**config.mk**
```make
export PLATFORM = sky130hd
export DESIGN_NAME = command_ascii
export DESIGN_NICKNAME = d
export VERILOG_FILES = /design/src/rtl/command_ascii.sv
export SDC_FILE = /design/constraint.sdc
export NUM_CORES = 1
export LEC_CHECK = 0
export CAP_MARGIN = 40
export CORE_MARGIN = 1
export CORE_UTILIZATION = 56
export CTS_CLUSTER_SIZE = 24
export DETAILED_ROUTE_END_ITERATION = 7
export PLACE_DENSITY_LB_ADDON = 0.25
export SYNTH_ARGS = -nofsm -noshare
export SYNTH_HDL_FRONTEND = slang
export SYNTH_SLANG_ARGS = --single-unit
```
**constraint.sdc**
```tcl
create_clock -name clk -period 7 [get_ports clk]
set_clock_uncertainty 0.2 [all_clocks]
set_input_delay 1.4 -clock clk [delete_from_list [all_inputs] [get_ports clk]]
set_output_delay 1.4 -clock clk [all_outputs]
set_load 0.1 [all_outputs]
```
**src/rtl/command_ascii.sv**
```systemverilog
// Receive-side ASCII command parser: turns "K<hex>\r", "P<hex>\r" and "S\r" lines into key/text/start commands.
// Latency: cmd_valid and err appear one cycle after the accepted terminator/offending byte; echo one cycle after acceptance.
// Backpressure: require drops while a decoded command waits in HOLD; bytes offered then are not consumed.
// Optional feature macro: COMMAND_ASCII_ECHO_EN builds the echo register (otherwise echo outputs are tied low).

module command_ascii #(
    parameter int DATA_WIDTH     = 128,
    parameter int TIMEOUT_CYCLES = 50_000_000
) (
    input  logic                  clk,
    input  logic                  rst_n,
    input  logic [7:0]            data,
    input  logic                  valid,
    output logic                  require,
    output logic [1:0]            cmd_type,
    output logic [DATA_WIDTH-1:0] cmd_payload,
    output logic                  cmd_valid,
    input  logic                  cmd_ready,
    output logic                  err,
    output logic [1:0]            err_code,
    output logic [7:0]            echo_data,
    output logic                  echo_valid
);

    localparam int DIGITS = DATA_WIDTH / 4;
    localparam int CW     = $clog2(DIGITS + 1);
    localparam int TW     = (TIMEOUT_CYCLES > 1) ? $clog2(TIMEOUT_CYCLES) : 1;

    localparam logic [CW-1:0] DIG_LAST = CW'(DIGITS - 1);
    localparam logic [TW-1:0] TMO_LAST = TW'(TIMEOUT_CYCLES - 1);

    // Parser states
    localparam logic [2:0] S_IDLE    = 3'd0;
    localparam logic [2:0] S_PAYLOAD = 3'd1;
    localparam logic [2:0] S_TERM    = 3'd2;
    localparam logic [2:0] S_FLUSH   = 3'd3;
    localparam logic [2:0] S_HOLD    = 3'd4;

    // Command and error encodings as seen by the consumer
    localparam logic [1:0] T_KEY   = 2'd0;
    localparam logic [1:0] T_TEXT  = 2'd1;
    localparam logic [1:0] T_START = 2'd2;

    localparam logic [1:0] E_CHAR    = 2'd1;
    localparam logic [1:0] E_LENGTH  = 2'd2;
    localparam logic [1:0] E_TIMEOUT = 2'd3;

    logic [2:0]            state;
    logic [2:0]            state_nxt;
    logic [DATA_WIDTH-1:0] payload_q;
    logic [CW-1:0]         dig_cnt;
    logic [TW-1:0]         tmo_cnt;
    logic [1:0]            type_q;
    logic [1:0]            type_nxt;
    logic                  err_q;
    logic [1:0]            err_code_q;

    logic                  accept;
    logic                  in_line;
    logic                  tmo_hit;
    logic                  is_hex;
    logic [3:0]            nibble;
    logic                  is_term;
    logic                  is_space;
    logic                  is_key;
    logic                  is_text;
    logic                  is_start;

    logic                  err_set;
    logic [1:0]            err_code_nxt;
    logic                  clr_payload;
    logic                  shift_en;

    assign require   = (state != S_HOLD);
    assign accept    = valid & require;
    assign cmd_valid = (state == S_HOLD);
    assign cmd_type  = type_q;
    // START carries no payload; the payload register keeps the last K/P value underneath
    assign cmd_payload = (type_q == T_START) ? '0 : payload_q;
    assign err       = err_q;
    assign err_code  = err_code_q;

    // The idle watchdog only matters while a line is partially received
    assign in_line = (state == S_PAYLOAD) || (state == S_TERM) || (state == S_FLUSH);
    assign tmo_hit = in_line && (tmo_cnt == TMO_LAST);

    // Classify the incoming byte; letters are matched case-insensitively
    always_comb begin
        is_hex = 1'b0;
        nibble = 4'd0;
        if (data >= 8'h30 && data <= 8'h39) begin
            is_hex = 1'b1;
            nibble = data[3:0];
        end else if ((data >= 8'h41 && data <= 8'h46) || (data >= 8'h61 && data <= 8'h66)) begin
            is_hex = 1'b1;
            nibble = data[3:0] + 4'd9;
        end
        is_term  = (data == 8'h0d) || (data == 8'h0a);
        is_space = (data == 8'h20);
        is_key   = (data == 8'h4b) || (data == 8'h6b);
        is_text  = (data == 8'h50) || (data == 8'h70);
        is_start = (data == 8'h53) || (data == 8'h73);
    end

    // Line grammar: next state, error reporting and payload control
    always_comb begin
        state_nxt    = state;
        type_nxt     = type_q;
        err_set      = 1'b0;
        err_code_nxt = err_code_q;
        clr_payload  = 1'b0;
        shift_en     = 1'b0;
        if (state == S_HOLD) begin
            if (cmd_ready) begin
                state_nxt = S_IDLE;
            end
        end else if (accept) begin
            // an accepted byte always wins over a watchdog expiry in the same cycle
            case (state)
                S_IDLE: begin
                    if (is_key || is_text) begin
                        state_nxt   = S_PAYLOAD;
                        clr_payload = 1'b1;
                        type_nxt    = is_key ? T_KEY : T_TEXT;
                    end else if (is_start) begin
                        state_nxt = S_TERM;
                        type_nxt  = T_START;
                    end else if (!(is_space || is_term)) begin
                        err_set      = 1'b1;
                        err_code_nxt = E_CHAR;
                        state_nxt    = S_FLUSH;
                    end
                end
                S_PAYLOAD: begin
                    if (is_hex) begin
                        shift_en = 1'b1;
                        if (dig_cnt == DIG_LAST) begin
                            state_nxt = S_TERM;
                        end
                    end else if (is_term) begin
                        err_set      = 1'b1;
                        err_code_nxt = E_LENGTH;
                        state_nxt    = S_IDLE;
                    end else if (!is_space) begin
                        err_set      = 1'b1;
                        err_code_nxt = E_CHAR;
                        state_nxt    = S_FLUSH;
                    end
                end
                S_TERM: begin
                    if (is_term) begin
                        state_nxt = S_HOLD;
                    end else begin
                        // an extra hex digit means the value was too long
                        err_set      = 1'b1;
                        err_code_nxt = is_hex ? E_LENGTH : E_CHAR;
                        state_nxt    = S_FLUSH;
                    end
                end
                S_FLUSH: begin
                    if (is_term) begin
                        state_nxt = S_IDLE;
                    end
                end
                default: state_nxt = S_IDLE;
            endcase
        end else if (tmo_hit) begin
            // a line already being flushed has been reported once; just abandon it
            if (state != S_FLUSH) begin
                err_set      = 1'b1;
                err_code_nxt = E_TIMEOUT;
            end
            state_nxt = S_IDLE;
        end
    end

    // State and command type registers
    always_ff @(posedge clk or negedge rst_n) begin
        if (!rst_n) begin
            state  <= S_IDLE;
            type_q <= T_KEY;
        end else begin
            state  <= state_nxt;
            type_q <= type_nxt;
        end
    end

    // Payload shift register and digit counter; first digit lands in the MSBs
    always_ff @(posedge clk or negedge rst_n) begin
        if (!rst_n) begin
            payload_q <= '0;
            dig_cnt   <= '0;
        end else if (clr_payload) begin
            payload_q <= '0;
            dig_cnt   <= '0;
        end else if (shift_en) begin
            payload_q <= {payload_q[DATA_WIDTH-5:0], nibble};
            dig_cnt   <= dig_cnt + CW'(1);
        end
    end

    // Mid-line idle watchdog, restarted by every accepted byte
    always_ff @(posedge clk or negedge rst_n) begin
        if (!rst_n) begin
            tmo_cnt <= '0;
        end else if (accept || tmo_hit || !in_line) begin
            tmo_cnt <= '0;
        end else begin
            tmo_cnt <= tmo_cnt + TW'(1);
        end
    end

    // Error pulse with a sticky code that survives until the next error
    always_ff @(posedge clk or negedge rst_n) begin
        if (!rst_n) begin
            err_q      <= 1'b0;
            err_code_q <= 2'd0;
        end else begin
            err_q <= err_set;
            if (err_set) begin
                err_code_q <= err_code_nxt;
            end
        end
    end

`ifdef COMMAND_ASCII_ECHO_EN
    logic [7:0] echo_data_q;
    logic       echo_valid_q;

    // Echo every consumed byte one cycle later; downstream may drop it when busy
    always_ff @(posedge clk or negedge rst_n) begin
        if (!rst_n) begin
            echo_valid_q <= 1'b0;
            echo_data_q  <= 8'h00;
        end else begin
            echo_valid_q <= accept;
            if (accept) begin
                echo_data_q <= data;
            end
        end
    end

    assign echo_valid = echo_valid_q;
    assign echo_data  = echo_data_q;
`else
    assign echo_valid = 1'b0;
    assign echo_data  = 8'h00;
`endif

endmodule

```
==> reports/metrics.cfg, run 1 <==
[outcome]
outcome = completed

[timing]
rsz0062_at_grt = false
fmax_ghz = 0.2154
finalCriticalPeriod_ps = 4643
worst_slew_pin_slew_ps = 813.4
setup_violations = 0
finalSetupTns_ps = 0
hold_slack_ps = 287.4
period_share_pct = 66.32
hold_violations = 0
slew_viol_final = 0
slew_headroom_pct = 45.77

[drt]
drc = 0
drt_wl_total_um = 25090
wl_per_cell_um = 19.90
initialDrtViolationCount = 868
dr.pass1.iters = 5
dr_total_vias = 7371
detail-route-antenna-nets = 0
routed_via_density = 5.845

[clocking]
clkTransAtPathRegs_ps = 60
htreeDepth = 4
cts_tree = built
postCtsHoldBufs = 0
cts.path.max_buffers = 2
cts_resized = 0
cts-buffers-inserted = 17
clock-sinks = 168
root_buffer = clkbuf_16
post_cts_buffers = 0
clk_latency_ps = 420

[floorplan]
start_util_pct = 57.36
fp.coreArea_mm2 = 0.01383
die_area_mm2 = 0.01464
die_h_um = 121.0
ioPinCount = 156
rows = 43
die_x_um = 121.0

[placement]
io_buffers = 146
finalWeightedCongestion = 0.9223
dp.cells = 1229
postPlaceCellArea_mm2 = 0.01156
hpwl_um = 16630

[layout]
regArea_mm2 = 0.004204
fin_cells = 1261
drive_above_1_share_pct = 17.21
multiInputGateArea_mm2 = 0.003472
fillers = 579
postLayoutCellArea_mm2 = 0.01215
area_delta_synth_final_pct = 53.19
antenna_cells = 0
layout.nets = 1086

[logic_synthesis]
synth_top_cell_by_area = dfrtp_1
netlist-cell-type-count = 52
synth_top_family_by_area = simple AND/OR/NAND/NOR gates
synth_area_leaders = dfrtp_1 (53%), and2_1 (10%), a22o_1 (7.8%), nand2_1 (6.3%), a21oi_1 (4.0%)
synth_edf_count = 0
synth_flop_cell = dfrtp_1
ys_seq_elements = 168
postSynthCellCount = 818
syn-cell-area_mm2 = 0.007931
yosys.area_share.adder_pct = 0.9465
synth_compound_area_share_pct = 14.47
synthSimpleGateAreaFrac_pct = 23.88
yosysWarnings = 0
synthXorXnorAreaFrac_pct = 3.202
async_flop_share_pct = 100.0
seq_area_frac_synth_pct = 53.01
synth_top_area_share_pct = 53.01
avgSynthCellArea_um2 = 9.696
synthMuxAreaShare_pct = 0.3944

[power_and_ir_drop]
leakagePower_nw = 5.480
pwr_density_cell_mw_per_mm2 = 210.9
irDropWorstVdd_uv = 289.4

[critical_path]
crit_path_top_delay_cell = a21oi_1
crit_path_max_fanout = 91
path_buf_inv = 4
crit_type = input pin to register
crit_required_ps = 7140
cp_cell_sequence = clkdlybuf4s50_1 > inv_1 > ha_1 > o21bai_1 > a21oi_1 > o21a_4 > buf_4 > buf_16 > nand4_1 > or3_1 > a21oi_1
cp-end-kind = register
worstSetupStartpointType = input pin
crit_path_frequent_cell = a21oi_1
slowest_delay_ps = 520
path_delay_family = buffers and inverters
arrival_ps = 4780

[grt]
grt_max_degree = 101
grt_pass1_vias = 7514
grtUsageTotal_pct = 35.27
grt.overflow.total = 0
grt_pass1_wl_um = 39070
antenna_found_initial = 0

[hold_path]
hold_class = register to register

[flow_run]
drv_cap = 0

==> flip-flops by register name, summed over array words and instances (netlist names) <==
| name | count |
|---|---|
| cmd_type | 2 |
| dig_cnt | 6 |
| err | 1 |
| err_code | 2 |
| payload_q | 128 |
| state | 3 |
| tmo_cnt | 26 |
==> power by group <==
group	switching (W)	internal, W
Sequential	0.0000486	0.00101
Clock	0.000383	0.000539
Combinational	0.000392	0.000188
==> layer usage <==
metal	track usage [%]	routed length, um	vias up
li1	-	-	3244
met1	39.06	8858	3629
met2	63.46	13500	401
met3	6.626	1466	97
met4	19.60	1261	0
met5	0	0	-
==> placed cells by master, fill, tap and decap left out, types with 7 or more instances in the layout <==
master             n
dfrtp_1          168
clkdlybuf4s50_1  145
buf_8            135
nand2_1          134
and2_1           130
a22o_1            71
a21oi_1           63
nor2_1            46
xor2_1            23
clkbuf_16         17
nand3_1           13
nand4_1           13
o21ai_0            9
conb_1             9
and3_1             7
==> cell families (layout without fill, tap and decap cells) <==
| kind of cell | count (synthesis) | in the layout |
|---|---|---|
| AND/OR/NAND/NOR | 375 | 375 |
| XOR/XNOR | 29 | 29 |
| multiplexers | 3 | 3 |
| other | 1 | 9 |
| adder cells (fa/ha/maj) | 6 | 6 |
| buffers and inverters | 74 | 329 |
| flip-flops | 168 | 168 |
| AO/OA/AOI/OAI | 162 | 162 |
==> worst paths after layout <==
| check | from | endpoint | slack, ps | cells past startpoint |
|---|---|---|---|---|
| worst max-delay path | data[0] | dig_cnt[5] | 2360 | 11 |
| worst min-delay path | err_code[1] | err_code[1] | 290 | 1 |
| worst max register to register | state[2] | dig_cnt[5] | 3760 | 8 |
| worst min register to register | err_code[1] | err_code[1] | 290 | 1 |
| max in group asynchronous | rst_n | payload_q[28] | 5050 | 2 |
| min in group asynchronous | rst_n | payload_q[110] | 570 | 1 |
==> through the flow <==
step / total power (W) / worst slack (ps) / utilization [%]
floorplan: 0.001435 / 3014 / -
global placement: 0.001540 / 1980 / 68.21
detailed placement: 0.001647 / 1989 / 83.61
CTS: 0.002559 / 2411 / 87.87
global route: 0.002639 / 2098 / 87.87
finish: 0.002562 / 2357 / 87.87
==> synthesized netlist by cell type (all sizes together), types with 2 or more instances <==
| master | number |
|---|---|
| a21o | 2 |
| a21oi | 63 |
| a22o | 71 |
| a31oi | 2 |
| and2 | 130 |
| and3 | 7 |
| and4 | 2 |
| buf | 26 |
| clkbuf | 42 |
| dfrtp | 168 |
| ha | 6 |
| inv | 6 |
| mux2i | 2 |
| nand2 | 134 |
| nand2b | 5 |
| nand3 | 13 |
| nand4 | 13 |
| nor2 | 47 |
| nor2b | 2 |
| nor3 | 6 |
| nor3b | 2 |
| nor4 | 2 |
| o21ai | 10 |
| o22a | 2 |
| o41ai | 2 |
| or3 | 3 |
| or4 | 3 |
| xnor2 | 6 |
| xor2 | 23 |
==> area by class of cell <==
cell class | count | share of cell area [%]
clock buffers | 23 | 4.098
clock inverters | 9 | 0.7517
inverters | 6 | 0.1854
multi-input cells | 584 | 28.58
flip-flops and latches | 168 | 34.60
well taps | 180 | 1.854
repair buffers | 291 | 29.94
No activity file was read; power rests on OpenSTA's default activity.
==> run 2: changes to the inputs <==
Settings changed: CORE_UTILIZATION 56 to 47.
Clock period 7 ns to 3.8 ns, I/O delays scaled along.
==> reports/metrics.cfg, run 2 (same netlist as run 1, synthesis figures left out) <==
[power_and_ir_drop]
irDropWorstVdd_uv = 724.8
netSwitchingPower_w = 0.001506
p_seq_share_pct = 43.5
power_frac_clock_pct = 35.7
combPwrFrac_pct = 20.8
pwr_density_cell_mw_per_mm2 = 451.0
leakagePower_nw = 4.806
internal-power_w = 0.002970
switching_share_pct = 33.65

[clocking]
post_cts_buffers = 0
cts_tree = built
clock-sinks = 168
cts-buffers-inserted = 17
cts_resized = 0
htreeDepth = 4
cts.path.max_buffers = 2
clkTransAtPathRegs_ps = 70
root_buffer = clkbuf_16
postCtsHoldBufs = 0
clk_latency_ps = 420

[floorplan]
fp.coreArea_mm2 = 0.01652
rows = 47
die_area_mm2 = 0.01740
die_x_um = 131.9
start_util_pct = 48.00
ioPinCount = 156
die_h_um = 131.9

[layout]
drive_above_1_share_pct = 19.98
final_common_cell = dfrtp_1
regMostFlops = payload_q
fillers = 1425
largestRegisters = payload_q x128, tmo_cnt x26, dig_cnt x6
largest_register_ffs = 128
mostFrequentLayoutCells = dfrtp_1 (168), buf_4 (139), nand2_1 (134)
antenna_cells = 0
regArea_mm2 = 0.004204
multiInputGateArea_mm2 = 0.003477
layout.nets = 961
area_delta_synth_final_pct = 25.13

[outcome]
outcome = completed

[timing]
fmax_ghz = 0.3205
finalCriticalPeriod_ps = 3120
finalSetupTns_ps = 0
slew_viol_final = 0
hold_violations = 0
worst_slew_pin_slew_ps = 772.4
layout_setup_ws_ps = 679.9
period_share_pct = 82.11
rsz0062_at_grt = false
slew_headroom_pct = 48.03
setup_violations = 0

[critical_path]
crit_type = input pin to register
crit_required_ps = 3900
worstSetupStartpointType = input pin
cp-end-kind = register
arrival_ps = 3220
crit_path_max_fanout = 4
cp_cell_sequence = clkdlybuf4s50_1 > inv_1 > ha_1 > or3b_2 > and4_1 > nor2_1 > a2bb2oi_1 > a31oi_2 > mux2_1
crit_path_top_delay_cell = clkdlybuf4s50_1
slowest_delay_ps = 470

[hold_path]
hold_class = input pin to async pin

[grt]
grtUsageTotal_pct = 21.11
grt_pass1_wl_um = 29590
grt.overflow.total = 0
grt_pass1_vias = 5872
grt_max_degree = 80
antenna_found_initial = 0

[drt]
dr_total_vias = 6115
drt_wl_total_um = 17590
routed_via_density = 5.200
initialDrtViolationCount = 390
dr.pass1.iters = 4
drc = 0
detail-route-antenna-nets = 0
wl_per_cell_um = 14.95

[placement]
finalWeightedCongestion = 0.8296
pre_cts_ws_ps = 257.2
io_buffers = 146
hpwl_um = 11420

[flow_run]
drv_cap = 0

[run 2: metal layers]
layer  part of all wire (%)  vias up  track usage [%]
li1                       -     3002                -
met1                     48     2935            30.26
met4                   0.86        0            6.008
met5                      0        -                0
met3                    5.2       13            5.575
met2                     46      165            31.54
[run 2: path summary, 6_finish.rpt]
kind | start | to | slack [ps] | cells after the start
worst min-delay path | rst_n | payload_q[84] | 120 | 1
worst max register to register | tmo_cnt[10] | err_code[1] | 820 | 6
worst min register to register | err_code[1] | err_code[1] | 290 | 1
max in group asynchronous | rst_n | payload_q[33] | 2400 | 2
worst max-delay path | data[0] | err_code[1] | 680 | 9
min in group clk | err_code[1] | err_code[1] | 290 | 1
[run 2: metrics by stage]
step	utilization [%]	instance area (um^2)	hold WS, ps	cells	power, W
floorplan	-	7961	257.9	826	0.002644
global placement	56.30	9304	276.6	1139	0.002867
detailed placement	56.76	9379	276.6	1144	0.002912
CTS	60.06	9925	148.3	1176	0.004508
global route	60.06	9925	168.8	1176	0.004664
finish	60.06	9925	124.7	1176	0.004475
[run 2: power by group through the flow]
stage	logic, W	registers, W	clock network (W)
CTS	0.000937	0.00195	0.00162
floorplan	0.000609	0.00203	0
detailed placement	0.000934	0.00198	0
finish	0.000929	0.00195	0.00160
global route	0.000999	0.00196	0.00170
global placement	0.000886	0.00198	0
[run 2: final cells by class]
cell class	count	share of cell area (%)
flip-flops and latches	168	42.36
multi-input cells	584	35.04
repair buffers	166	14.11
clock buffers	18	4.324
well taps	220	2.774
clock inverters	14	1.172
inverters	6	0.2269
[run 2: critical path, delay by kind of cell]
| family | cells | cell delay [ps] |
|---|---|---|
| buffers and inverters | 2 | 610 |
| adder cells (fa/ha/maj) | 1 | 220 |
| AO/OA/AOI/OAI | 2 | 360 |
| multiplexers | 1 | 330 |
| AND/OR/NAND/NOR | 3 | 950 |
==> run 3: changes to the inputs <==
Clock period 3.8 ns to 2.8 ns, I/O delays scaled along.
==> reports/metrics.cfg, run 3 (same netlist as run 1, synthesis figures left out) <==
[critical_path]
path_buf_inv = 0
worstSetupStartpointType = register
crit_type = register to register
cp_cell_sequence = or4_1 > or4_1 > o41ai_4 > o311ai_1 > a31oi_2 > mux2_1
r2r_slack_ps = 100
reg2reg_from = tmo_cnt[8]
crit_path_frequent_cell = or4_1
r2r_end = err_code[1]
r2r_cells = 6
path_delay_family = simple AND/OR/NAND/NOR gates
cp-end-kind = register
slowest_delay_ps = 530
arrival_ps = 2810
crit_path_top_delay_cell = or4_1
crit_path_max_fanout = 2
crit_required_ps = 2910
path_depth = 6

[grt]
antenna_found_initial = 0
grt_pass1_wl_um = 32990
grt_max_degree = 84
grtUsageTotal_pct = 23.72
grt_pass1_vias = 6411
grt.overflow.total = 0

[clocking]
cts-buffers-inserted = 17
htreeDepth = 4
clock-sinks = 168
post_cts_buffers = 0
clk_latency_ps = 430
cts.path.max_buffers = 2
cts_tree = built
root_buffer = clkbuf_16
clkTransAtPathRegs_ps = 60

[layout]
drive_above_1_share_pct = 36.56
antenna_cells = 0
layout.nets = 998
regMostFlops = payload_q
mostFrequentLayoutCells = dfrtp_1 (167), buf_12 (142), nand2_1 (133)
largestRegisters = payload_q x128, tmo_cnt x26, dig_cnt x6
final_common_cell = dfrtp_1
largest_register_ffs = 128
fin_cells = 1213
area_delta_synth_final_pct = 52.44
fillers = 1108
fin_util_pct = 73.17

[placement]
finalWeightedCongestion = 0.8423
hpwl_um = 13100
dp.cells = 1178
io_buffers = 146
pre_cts_ws_ps = -483.2

[hold_path]
min_from = err_code[1]
holdPathStages = 1
whs_endpoint = err_code[1]
hold_class = register to register

[flow_run]
drv_cap = 0

[drt]
routed_via_density = 5.403
dr.pass1.iters = 4
dr_total_vias = 6554
drt_wl_total_um = 20100
detail-route-antenna-nets = 0
initialDrtViolationCount = 462
wl_per_cell_um = 16.57
drc = 0

[timing]
fmax_ghz = 0.3698
rsz0062_at_grt = true
period_share_pct = 96.57
setup_violations = 0
finalSetupTns_ps = 0
finalCriticalPeriod_ps = 2704
slew_viol_final = 0
layout_setup_ws_ps = 96.13
hold_violations = 0

[floorplan]
die_area_mm2 = 0.01740
rows = 47
die_h_um = 131.9
die_x_um = 131.9
fp.coreArea_mm2 = 0.01652
start_util_pct = 48.00
ioPinCount = 156

[outcome]
outcome = completed

[power_and_ir_drop]
power.total_w = 0.006408
leakagePower_nw = 5.483
irDropWorstVdd_uv = 825.2
pwr_density_cell_mw_per_mm2 = 530.0

==> run 3: cell types whose count changed in the layout (fill, tap and decap cells not counted), sizes merged, moves of 2 or more <==
cell,before,now
clkdlybuf4s50,15,9
nand2b,5,7
buf,151,190
clkinvlp,4,6
inv,12,9
==> run 3: layout make-up <==
| type | count | area, um^2 | area share, % |
|---|---|---|---|
| timing repair buffer | 201 | 3319 | 27.46 |
| sequential | 168 | 4205 | 34.78 |
| multi-input combinational | 586 | 3692 | 30.54 |
| clock buffer | 18 | 429.2 | 3.550 |
| tap | 220 | 275.3 | 2.277 |
| clock inverter | 14 | 142.6 | 1.180 |
| inverter | 6 | 26.28 | 0.2173 |
==> run 3: how the worst max path moves through the flow <==
stage,from,endpoint,slack [ps]
after floorplan,data[0],payload_q[25],80
after global placement,data[1],err_code[1],-390
after detailed placement,data[0],err_code[1],-480
after CTS,data[0],state[2],0.6
after global routing,tmo_cnt[8],err_code[1],-6
final,tmo_cnt[8],err_code[1],100
==> run 3: per-stage QoR <==
stage          hold slack (ps)  area, um^2
4_1_cts                  296.5       12040
2_1_floorplan            64.41        8124
3_3_place_gp             240.4       11450
6_report                 295.3       12090
5_1_grt                  310.4       12090
3_5_place_dp             245.0       11450
==> run 3: per-layer routing <==
metal | vias up | part of all wire, % | track usage (%)
met5 | - | 0 | 0
met4 | 0 | 2.0 | 9.109
met3 | 31 | 5.3 | 4.806
met2 | 199 | 48 | 37.24
met1 | 3241 | 45 | 32.50
li1 | 3083 | - | -
==> run 3: timing repair <==
action	in CTS	in global routing
hold buffers	1	0
pin swaps	1	1
gates resized for setup	2	11
endpoints found under the setup margin	2	176
hold endpoints to repair	24	0
cloned	0	2
==> run 3: where the power goes <==
part           leakage [nW]  internal (W)  switching (W)
Combinational          2.89      0.000496        0.00101
Sequential             2.33       0.00253      0.0000902
Clock                 0.263       0.00125        0.00103
